**config.mk**
```make
export PLATFORM = sky130hd
export DESIGN_NAME = uart_tx_frame
export DESIGN_NICKNAME = d
export VERILOG_FILES = /design/src/rtl/uart_tx_frame.sv
export SDC_FILE = /design/constraint.sdc
export NUM_CORES = 1
export LEC_CHECK = 0
export CORE_MARGIN = 2
export CORE_UTILIZATION = 45
export DETAILED_ROUTE_END_ITERATION = 10
export GPL_ROUTABILITY_DRIVEN = 0
export PLACE_DENSITY = 0.8
export SYNTH_ARGS = -nofsm -noshare
export SYNTH_HDL_FRONTEND = slang
export SYNTH_SLANG_ARGS = --single-unit
export TNS_END_PERCENT = 30
```
**constraint.sdc**
```tcl
create_clock -name clk -period 4.5 [get_ports clk]
set_clock_uncertainty 0.05 [all_clocks]
set_input_delay 1.35 -clock clk [delete_from_list [all_inputs] [get_ports clk]]
set_output_delay 1.35 -clock clk [all_outputs]
set_load 0.1 [all_outputs]
```
**src/rtl/uart_tx_frame.sv**
```systemverilog
// uart_tx_frame
// Asynchronous-serial transmitter driven by an external one-cycle baud tick.
// Frame: start bit, DATA_BITS data bits LSB-first, optional parity bit,
// STOP_BITS stop bits. Accepting a word pulses baud_clr so the rate
// generator restarts and every bit cell is exactly one tick period long.
module uart_tx_frame #(
    parameter int DATA_BITS = 8,  // 5..9
    parameter int PARITY    = 0,  // 0 = none, 1 = even, 2 = odd
    parameter int STOP_BITS = 1   // 1 or 2
) (
    input  logic                 clk,
    input  logic                 rst,
    input  logic                 send,
    input  logic [DATA_BITS-1:0] data,
    input  logic                 baud_enb,
    output logic                 baud_clr,
    output logic                 txd,
    output logic                 rdy
);

    // Wide enough to hold DATA_BITS, so the counter never wraps inside a frame.
    localparam int               CNT_W     = $clog2(DATA_BITS + 1);
    localparam logic [CNT_W-1:0] LAST_BIT  = CNT_W'(DATA_BITS - 1);
    localparam logic             STOP_LAST = 1'(STOP_BITS - 1);

    typedef enum logic [2:0] {
        IDLE,
        START,
        DATA,
        PAR,
        STOP
    } state_t;

    state_t               state;
    logic [DATA_BITS-1:0] shreg;
    logic [CNT_W-1:0]     bit_cnt;
    logic                 stop_cnt;
    logic                 par_bit;

    // Accept strobe doubles as the rate generator clear; held low during reset.
    assign baud_clr = send & rdy & ~rst;

    // Frame sequencer: one registered machine owns txd, rdy, shift register and counters.
    always_ff @(posedge clk or posedge rst) begin
        if (rst) begin
            state    <= IDLE;
            txd      <= 1'b1;
            rdy      <= 1'b1;
            // NOTE: the datapath is reset as well, so a frame aborted by reset leaves no stale bits behind.
            shreg    <= '0;
            bit_cnt  <= '0;
            stop_cnt <= 1'b0;
            par_bit  <= 1'b0;
        end else begin
            case (state)
                IDLE: begin
                    txd <= 1'b1;
                    rdy <= 1'b1;
                    if (send) begin
                        shreg    <= data;
                        par_bit  <= (PARITY == 2) ? ~(^data) : ^data;
                        bit_cnt  <= '0;
                        stop_cnt <= 1'b0;
                        txd      <= 1'b0;
                        rdy      <= 1'b0;
                        state    <= START;
                    end
                end

                START: begin
                    if (baud_enb) begin
                        txd   <= shreg[0];
                        state <= DATA;
                    end
                end

                DATA: begin
                    if (baud_enb) begin
                        shreg   <= shreg >> 1;
                        bit_cnt <= bit_cnt + CNT_W'(1);
                        if (bit_cnt == LAST_BIT) begin
                            if (PARITY != 0) begin
                                txd   <= par_bit;
                                state <= PAR;
                            end else begin
                                txd   <= 1'b1;
                                state <= STOP;
                            end
                        end else begin
                            // Next bit is the one that becomes shreg[0] after this shift.
                            txd <= shreg[1];
                        end
                    end
                end

                PAR: begin
                    if (baud_enb) begin
                        txd   <= 1'b1;
                        state <= STOP;
                    end
                end

                STOP: begin
                    if (baud_enb) begin
                        if (stop_cnt == STOP_LAST) begin
                            rdy   <= 1'b1;
                            state <= IDLE;
                        end else begin
                            stop_cnt <= 1'b1;
                        end
                    end
                end

                default: begin
                    txd   <= 1'b1;
                    rdy   <= 1'b1;
                    state <= IDLE;
                end
            endcase
        end
    end

endmodule
```
## After elaboration in Yosys (flattened, before gate mapping)

Cells that the tools add are included.

- Word-level logic and storage cells: 60
- Register bits: 18

- Eq/ne operators: 12
- Muxes and demuxes: 27
- Add/sub/neg operators: 1
- Reduce and logical (&&, ||, !) cells: 9
- Bitwise gates (word level): 5

Operator list:

| cell | count |
|---|---|
| 3-bit two-way mux | 7 |
| 8-bit two-way mux | 2 |
| 8-bit one-hot mux with 2 select lines | 1 |
| 3-bit one-hot mux with 5 select lines | 1 |
| 2-bit != test (second input constant) | 7 |
| 1-bit two-way mux | 10 |
| 3-bit AND reduction | 3 |
| 4-bit two-way mux | 2 |
| 4-bit one-hot mux with 2 select lines | 1 |
| 7-bit AND reduction | 1 |
| 3-bit by 2-bit equality test with 1-bit output (second input constant) | 2 |
| 1-bit one-hot mux with 5 select lines | 1 |
| 4-bit by 1-bit adder with 4-bit output (second input constant) | 1 |
| 4-bit by 3-bit equality test with 1-bit output (second input constant) | 1 |
| 4-bit AND reduction | 1 |
| 2-bit nonzero test | 2 |
| 3-bit by 1-bit equality test with 1-bit output (second input constant) | 1 |
| 3-bit equality test (second input constant) | 1 |
| 3-bit logical NOT | 1 |
| 1-bit NOT | 3 |
| 1-bit one-hot mux with 3 select lines | 1 |
| 3-bit OR reduction | 1 |
| 1-bit bitwise AND | 2 |
| 1-bit one-hot mux with 2 select lines | 1 |

## Depth between registers and ports, before layout

Gate-level depths: netlist of run 1.

- Depth after elaboration: 4
- Gate-level depth with buffers: 7
- Gate-level depth less buffers: 5

## Worst setup path after synthesis of run 1

OpenSTA, ideal clock, no wires.

- Path kind: input port to output port
- Start point: input rst
- End point: output baud_clr
- Required time: 3.100 ns
- Data arrival time: 2.597 ns
- Cell stages on the path: 2
- Buffers on the path: 0
- Path slack: 0.503 ns
- Cell sequence: inv_1 -> and3_1

- Word-level cells in the longest chain between the ends: 2

RTL lines:

| what | RTL line | RTL |
|---|---|---|
| start: declaration | 12 | `input logic rst,` |
| 1-bit NOT | 41 | `assign baud_clr = send & rdy & ~rst;` |
| 1-bit bitwise AND | 41 |  |
| end: declaration | 16 | `output logic baud_clr,` |

Every way passes these cells.

## Worst setup path after layout of run 1

- Start point: input send
- End point: output baud_clr

- Word-level cells in the longest chain between the ends: 2

RTL lines:

| what | RTL line | RTL |
|---|---|---|
| start: declaration | 13 | `input logic send,` |
| 1-bit bitwise AND (2 in series) | 41 |  |

Every way passes these cells.

==> results_dict.tcl, run 1 <==
set metrics [dict create \
    outcome "complete, no violations" \
    slew-limit-headroom_pct 36.0 \
    hold_class "reg -> reg" \
    r2r-end "bit_cnt[3]" \
    crit_type "in -> out" \
    whs_endpoint "bit_cnt[3]" \
    worst_slew_pin_slew_ns 0.957 \
    fmax_mhz 273 \
    crit_arrival_ns 2.27 \
    fin_area_sq_um 1050 \
    syn_inst 82 \
    clock-sinks 17 \
    worstReg2RegStart "state[2]" \
    port_buffers 14 \
    grt_max_degree 19 \
    synth.most_common_cell "dfrtp_1" \
    leakagePower_nw 0.458 \
    start_util_pct 49.0 \
    endpoint_kind "primary output" \
    yosysTopAreaCell "dfrtp_1" \
    min_period_ns 3.67 \
    synth_enable_flop_cells 0 \
    finalWirelength_mm 1.51 \
    worstRegToRegCells 4 \
    ys_seq_elements 17 \
    rows 15 \
    grt-ovfl-total 0 \
    wire_per_inst_microns 12.5 \
    yosys.area.top_type_share_pct 43.0 \
    final.fill_count 156 \
    clkSlewWorstSetupHoldPaths_ns 0.09 \
    finalSetupTns_ns 0 \
    drt-initial-drc-count 8 \
    fin_nets 110 \
    power_mw 0.711 \
    via_per_inst 5.23 \
    yosys_most_used_dff "dfrtp_1" \
    setup_viol_count_final 0 \
    ys_seq_area_share_pct 49.0 \
    powerDensity_nw_per_um2 679 \
    drive_gt1_share_pct 13.5 \
    grt_pass1_vias 578 \
    setup_ws_ns 0.833 \
    yosys-top-cells-area "dfrtp_1, mux2i_1, dfstp_2" \
    ff2ff_setup_slack_ns 2.59 \
    ir_worst_vdd_mv 0.309 \
    drv_slew 0 \
    antenna_left 0 \
    async_flop_share_pct 100 \
    grt_use_total_pct 16.5 \
    placed_area_sq_um 1020 \
    vias 633 \
    chipWidth_microns 48.1 \
    die-area_sq_um 2310 \
    ys_warn_count 0 \
    cts_resized 0 \
    dp_cells 117 \
    post-cts-setup-buffer-count 0 \
    remaining_drc_errors 0 \
    dp_slack_ns 0.833 \
    cts-buffers-inserted 3 \
    hold_start "bit_cnt[3]" \
    crit_start "send" \
    die-height_microns 48.1 \
    root_buffer "clkbuf_4" \
    rsz0062_at_grt "false" \
    synth_common_cells "dfrtp_1, nand2_1, mux2i_1" \
    synth_fp_nets 95 \
    netlist_area_sq_um 873 \
    grt_antenna_before_repair 0 \
    post-route-period-util_pct 81.5 \
    crit_fanout 4 \
    clockBufferDepth 2 \
    core_sq_um 1780 \
    cp.required_ns 3.10 \
    fin_cells 121 \
    cts_tree "yes" \
    post_synth.cell_area_avg_sq_um 10.7 \
    ioPinCount 15 \
    first_pass_iters 4 \
    worst_setup_path_start_kind "primary input" \
    clock_latency_ns 0.28 \
    holdPathStages 1 \
    grt_pass1_wl_mm 2.55 \
    h-tree-depth 1 \
    ctsHoldBuffers 0 \
    synth_cell_type_count 30 \
    max-cap-violations 0 \
    hold_viol 0 \
    diodes 0 \
    syn_to_final_growth_pct 19.9 \
]
routing by layer:
metal  routed length [microns]  global-route usage (%)  vias to the layer above
met5                         0                       0                        -
met4                        11                    6.49                        0
met2                       711                    26.7                       16
met3                        67                    3.77                        2
li1                          -                       -                      322
met1                       721                    21.5                      293
metrics by stage:
step | hold slack [ns] | util [%]
after global routing | 0.467 | 58.7
after CTS | 0.433 | 58.7
after floorplan | 0.389 | -
final | 0.434 | 58.7
after global placement | 0.410 | 57.3
after detailed placement | 0.420 | 57.3
report_power, final:
part	internal, mW	switching (mW)	total, mW
Combinational	0.144	0.204	0.347
Clock	0.0344	0.0447	0.0790
Sequential	0.224	0.0607	0.284
worst max-delay path by stage:
stage	to
floorplan	baud_clr
global placement	baud_clr
detailed placement	baud_clr
CTS	baud_clr
global route	baud_clr
finish	baud_clr
worst max-delay path, stage by stage:
cell             delay [ns]
clkdlybuf4s50_1        0.51
and3_1                 0.22
buf_12                 0.18
state kept, by name, summed over array words and instances, names as in the netlist:
| name | flops |
|---|---|
| shreg | 8 |
| bit_cnt | 4 |
| state | 3 |
| rdy | 1 |
| txd | 1 |
cell usage in the layout (no fill, tap or decap), drive strengths merged:
master and count:
dfstp 2, and2 1, nor4b 1, nand3b 1
ha 1, o22a 1, nand2b 1, mux2i 9
o21ai 12, nor3b 1, and3 1, clkdlybuf4s50 13
buf 2, dfrtp 15, inv 1, o21a 1
a311oi 1, o21bai 1, or3 2, nor2 2
nand4b 1, nor2b 1, nand2 12, clkbuf 4
a22o 2, nand4 1, a21oi 5, mux2 1
area by class of cell:
class                           instances  area (sq um)  share of cell area, %
Timing Repair Buffer                   15           158                   15.1
Clock buffer                            4          26.3                   2.51
Sequential cell                        17           428                   40.9
Tap cell                               25          31.3                   2.99
Multi-Input combinational cell         59           400                   38.2
Inverter                                1          3.75                  0.358
cells by family (layout without fill, tap and decap cells):
group / count (synthesis) / after routing / synth area share (%)
simple gates: 25 / 25 / 15.6
compound gates: 23 / 23 / 16.8
flops: 17 / 17 / 49.0
mux: 10 / 10 / 12.0
buf+inv: 6 / 20 / 5.16
fa+ha+maj: 1 / 1 / 1.43
Note: power is estimated with default switching activity, not from simulation.
==> inputs of run 2 (changes only) <==
==> constraint.sdc (replaced) <==
create_clock -name clk -period 3.7 [get_ports clk]
set_clock_uncertainty 0.05 [all_clocks]
set_input_delay 1.11 -clock clk [delete_from_list [all_inputs] [get_ports clk]]
set_output_delay 1.11 -clock clk [all_outputs]
set_load 0.1 [all_outputs]
==> results_dict.tcl, run 2 (same netlist as run 1, synthesis figures left out) <==
set metrics [dict create \
    outcome "complete, no violations" \
    post-route-period-util_pct 86.0 \
    cts_resized 0 \
    fin_area_sq_um 1040 \
    slew-limit-headroom_pct 47.7 \
    root_buffer "clkbuf_4" \
    rows 15 \
    ioPinCount 15 \
    hold_viol 0 \
    grt_pass1_wl_mm 2.41 \
    drv_slew 0 \
    die-height_microns 48.1 \
    fmax_mhz 314 \
    min_period_ns 3.18 \
    ir_worst_vdd_mv 0.396 \
    clockBufferDepth 2 \
    cts-buffers-inserted 3 \
    hold_class "reg -> reg" \
    chipWidth_microns 48.1 \
    antenna_left 0 \
    placed_area_sq_um 1020 \
    fin_nets 110 \
    cp.required_ns 2.54 \
    h-tree-depth 1 \
    final.fill_count 165 \
    finalWirelength_mm 1.61 \
    grt_max_degree 19 \
    crit_fanout 4 \
    multi_input_area_sq_um 400 \
    drt-initial-drc-count 14 \
    vias 644 \
    endpoint_kind "primary output" \
    grt_use_total_pct 15.3 \
    setup_viol_count_final 0 \
    port_buffers 14 \
    die-area_sq_um 2310 \
    grt-ovfl-total 0 \
    wire_per_inst_microns 13.3 \
    dp_hpwl_mm 1.16 \
    largest_reg_flops 8 \
    final_cell_mix "dfrtp_1, nand2_1, clkdlybuf4s50_1" \
    post-cts-setup-buffer-count 0 \
    grt_pass1_vias 548 \
    rsz0062_at_grt "false" \
    syn_to_final_growth_pct 19.3 \
    ctsHoldBuffers 0 \
    cts_tree "yes" \
    start_util_pct 49.0 \
    crit_chain "clkdlybuf4s50_1, and3_1, buf_12" \
    clock_latency_ns 0.27 \
    crit_arrival_ns 2.02 \
    crit_path_top_delay_cell "clkdlybuf4s50_1" \
    worst_setup_path_start_kind "primary input" \
    grt_antenna_before_repair 0 \
    dp_cells 117 \
    fin_cells 121 \
    slowest_delay_ns 0.51 \
    crit_type "in -> out" \
    drive_gt1_share_pct 15.6 \
    worst_slew_pin_slew_ns 0.781 \
    via_per_inst 5.32 \
    layout_commonest_cell "dfrtp_1" \
    hold_slack_ns 0.439 \
    first_pass_iters 4 \
    regMostFlops "shreg" \
    powerDensity_nw_per_um2 829 \
    top_regs "shreg: 8 flops, bit_cnt: 4 flops, state: 3 flops" \
    remaining_drc_errors 0 \
    leakagePower_nw 0.459 \
    finalSetupTns_ns 0 \
    clkSlewWorstSetupHoldPaths_ns 0.09 \
    diodes 0 \
    max-cap-violations 0 \
    core_sq_um 1780 \
    clock-sinks 17 \
    regArea_sq_um 428 \
]
[run 2: cell count changes in the layout (fill, tap and decap cells not counted)]
cell,previous run,this run
buf_4,1,3
clkdlybuf4s50_1,13,11
[run 2: worst paths after layout]
check / startpoint / to / slack (ns) / cells after the start
min in group asynchronous: rst / bit_cnt[1] / 1.13 / 3
worst max register to register: state[2] / bit_cnt[3] / 1.77 / 4
worst max-delay path: send / baud_clr / 0.52 / 3
worst min-delay path: shreg[2] / shreg[2] / 0.44 / 2
max in group asynchronous: rst / txd / 2.21 / 3
worst min register to register: shreg[2] / shreg[2] / 0.44 / 2
[run 2: through the flow]
stage	worst slack, ns	total power, mW	util [%]
after floorplan	0.183	0.720	-
after global placement	0.536	0.759	57.0
after detailed placement	0.522	0.778	57.0
after CTS	0.515	0.876	58.5
after global routing	0.491	0.928	58.5
final	0.519	0.864	58.5
[run 2: final cells by class]
| class | count | share of cell area, % |
|---|---|---|
| sequential | 17 | 41.1 |
| multi-input combinational | 59 | 38.4 |
| timing repair buffer | 15 | 14.6 |
| tap | 25 | 3.00 |
| clock buffer | 4 | 2.52 |
| inverter | 1 | 0.360 |
[run 2: power breakdown]
group	switching, mW	leakage (nW)	internal (mW)	total (mW)
clock network	0.0528	0.0150	0.0417	0.0945
registers	0.0731	0.213	0.272	0.345
logic	0.253	0.231	0.171	0.425
total	0.379	0.459	0.485	0.864
[run 2: critical path: cells and delay by family]
family,cells,cell delay [ns]
buffers and inverters,2,0.69
AND/OR/NAND/NOR,1,0.22
[run 2: layer usage]
layer | routed length (microns) | up-vias | part of all wire, % | global-route usage [%]
li1 | - | 321 | - | -
met1 | 770 | 299 | 48 | 20.7
met2 | 736 | 24 | 46 | 24.3
met3 | 104 | 0 | 6.5 | 3.40
met4 | 0 | 0 | 0 | 4.86
met5 | 0 | - | 0 | 0
==> patch, RTL diff (config.mk and constraints of run 2) <==
Encoding of `state_t`: now Gray code (3 bits for 5 states).
--- a/src/rtl/uart_tx_frame.sv
+++ b/src/rtl/uart_tx_frame.sv
@@ -24,11 +24,11 @@
     localparam logic             STOP_LAST = 1'(STOP_BITS - 1);
 
     typedef enum logic [2:0] {
-        IDLE,
-        START,
-        DATA,
-        PAR,
-        STOP
+        IDLE  = 3'b000,
+        START = 3'b001,
+        DATA  = 3'b011,
+        PAR   = 3'b010,
+        STOP  = 3'b110
     } state_t;
 
     state_t               state;
Formal check against the unedited RTL: no difference found for any inputs over 10 cycles, from zero or initial values and one cycle with rst high; not proved beyond that.
==> patch against run 2 <==
Power down 0.95%; die area up 3.1%; critical path depth unchanged; cell area up 4.2%; sequential share of layout area down 1.7 points; first-iteration DRC count down 50%; sequential power up 7.2%; via count up 16%; setup slack worse by 0.025 ns; routed wire length up 7.5%; synthesized area up 3.4%; combinational power down 8.9%; sequential cell count unchanged; synthesized cell count up 24%; highest routed layer is now met4.
==> patch: results (changes against run 2) <==
[logic_synthesis]
synth_area_leaders=dfrtp_1, nand2_1, nor2_1
postSynthCellCount=102  ; +24%
syn-num-nets=115  ; +21%
synthDistinctLibCells=32  ; +6.7%
synthTopCellsByCount=nand2_1, dfrtp_1, nor2_1, a31oi_1, inv_1

[pwr]
clock_power_mw=0.0990  ; +4.8%
worst_ir_drop_vdd_mv=0.368  ; -7.0%
p_leak_nw=0.467  ; +1.9%

[placement]
dp_hpwl_um=1270  ; +9.3%
dpl_worst_slack_ns=0.493  ; -0.0289 ns
dpl_cell_area_sq_um=1060  ; +4.3%

[global_route]
grt_max_degree=18  ; -1
globalRouteTotalUtil_pct=16.8  ; +1.5 points
grt_pass1_wl_um=3040  ; +26%

[finish]
fill_cells=197  ; +19%

[outcome]
outcome=complete, no violations

[critical_path]
reg2reg_slack_ns=2.03  ; +0.26 ns
critPathMaxFanout=5  ; +1
slowest_delay_ns=0.53  ; +0.02 ns
crit_arrival_ns=2.05  ; +0.03 ns

[routing]
viasPerCell=5.20  ; -2.3%
dr.first_iter.drc_count=7  ; -7
drt_wl_total_um=1730  ; +7.5%

[sta]
finalCritPeriodShare_pct=86.6  ; +0.67 points
relSlewSlack_pct=64.6  ; +17 points

## patch: cell types whose count changed after synthesis, sizes merged, moves of 2 or more
cell / before / now
or3: 2 / 0
mux2i: 9 / 1
a21oi: 5 / 7
inv: 1 / 7
nand2: 12 / 19
nor2: 2 / 16
a22o: 2 / 0
nand3: 0 / 2
o21ai: 12 / 5
xnor2: 0 / 2
a31oi: 0 / 7
## patch: worst register-to-register path, stage by stage, from the launching register on
cell	delay [ns]
dfrtp_1	0.52
or4b_4	0.64
nand2_4	0.18
nor2_1	0.06
a31oi_1	0.14
## patch: kinds of logic after synthesis
kind of cell	Yosys count	share of synthesized area, %
and+or+nand+nor	46	25.1
AOI/OAI and AO/OA	24	16.9
DFF	17	47.4
buffers and inverters	11	6.23
xor gates and xnor gates	2	1.94
muxes	1	1.11
adders and majority gates	1	1.38
## patch: final cells by class
| cell class | count | area share, % |
|---|---|---|
| inverters | 7 | 2.42 |
| clock buffers | 4 | 2.42 |
| well taps | 27 | 3.11 |
| flip-flops and latches | 17 | 39.4 |
| repair buffers | 15 | 14.1 |
| multi-input cells | 74 | 38.6 |
## patch: how the worst min path moves through the flow
stage                           from         end  slack, ns
after floorplan           bit_cnt[3]  bit_cnt[3]       0.45
after global placement           rdy         rdy       0.41
after detailed placement         rdy         rdy       0.41
after CTS                        rdy         rdy       0.42
after global routing             rdy         rdy       0.48
final                            rdy         rdy       0.42
## patch: metal layers
metal | vias up | GRT usage (%) | wire (um) | share of wire [%]
met3 | 6 | 3.37 | 85 | 4.9
met2 | 23 | 25.1 | 794 | 46
met5 | - | 0 | 0 | 0
met1 | 341 | 21.6 | 803 | 46
met4 | 0 | 11.9 | 48 | 2.8
li1 | 379 | - | - | -
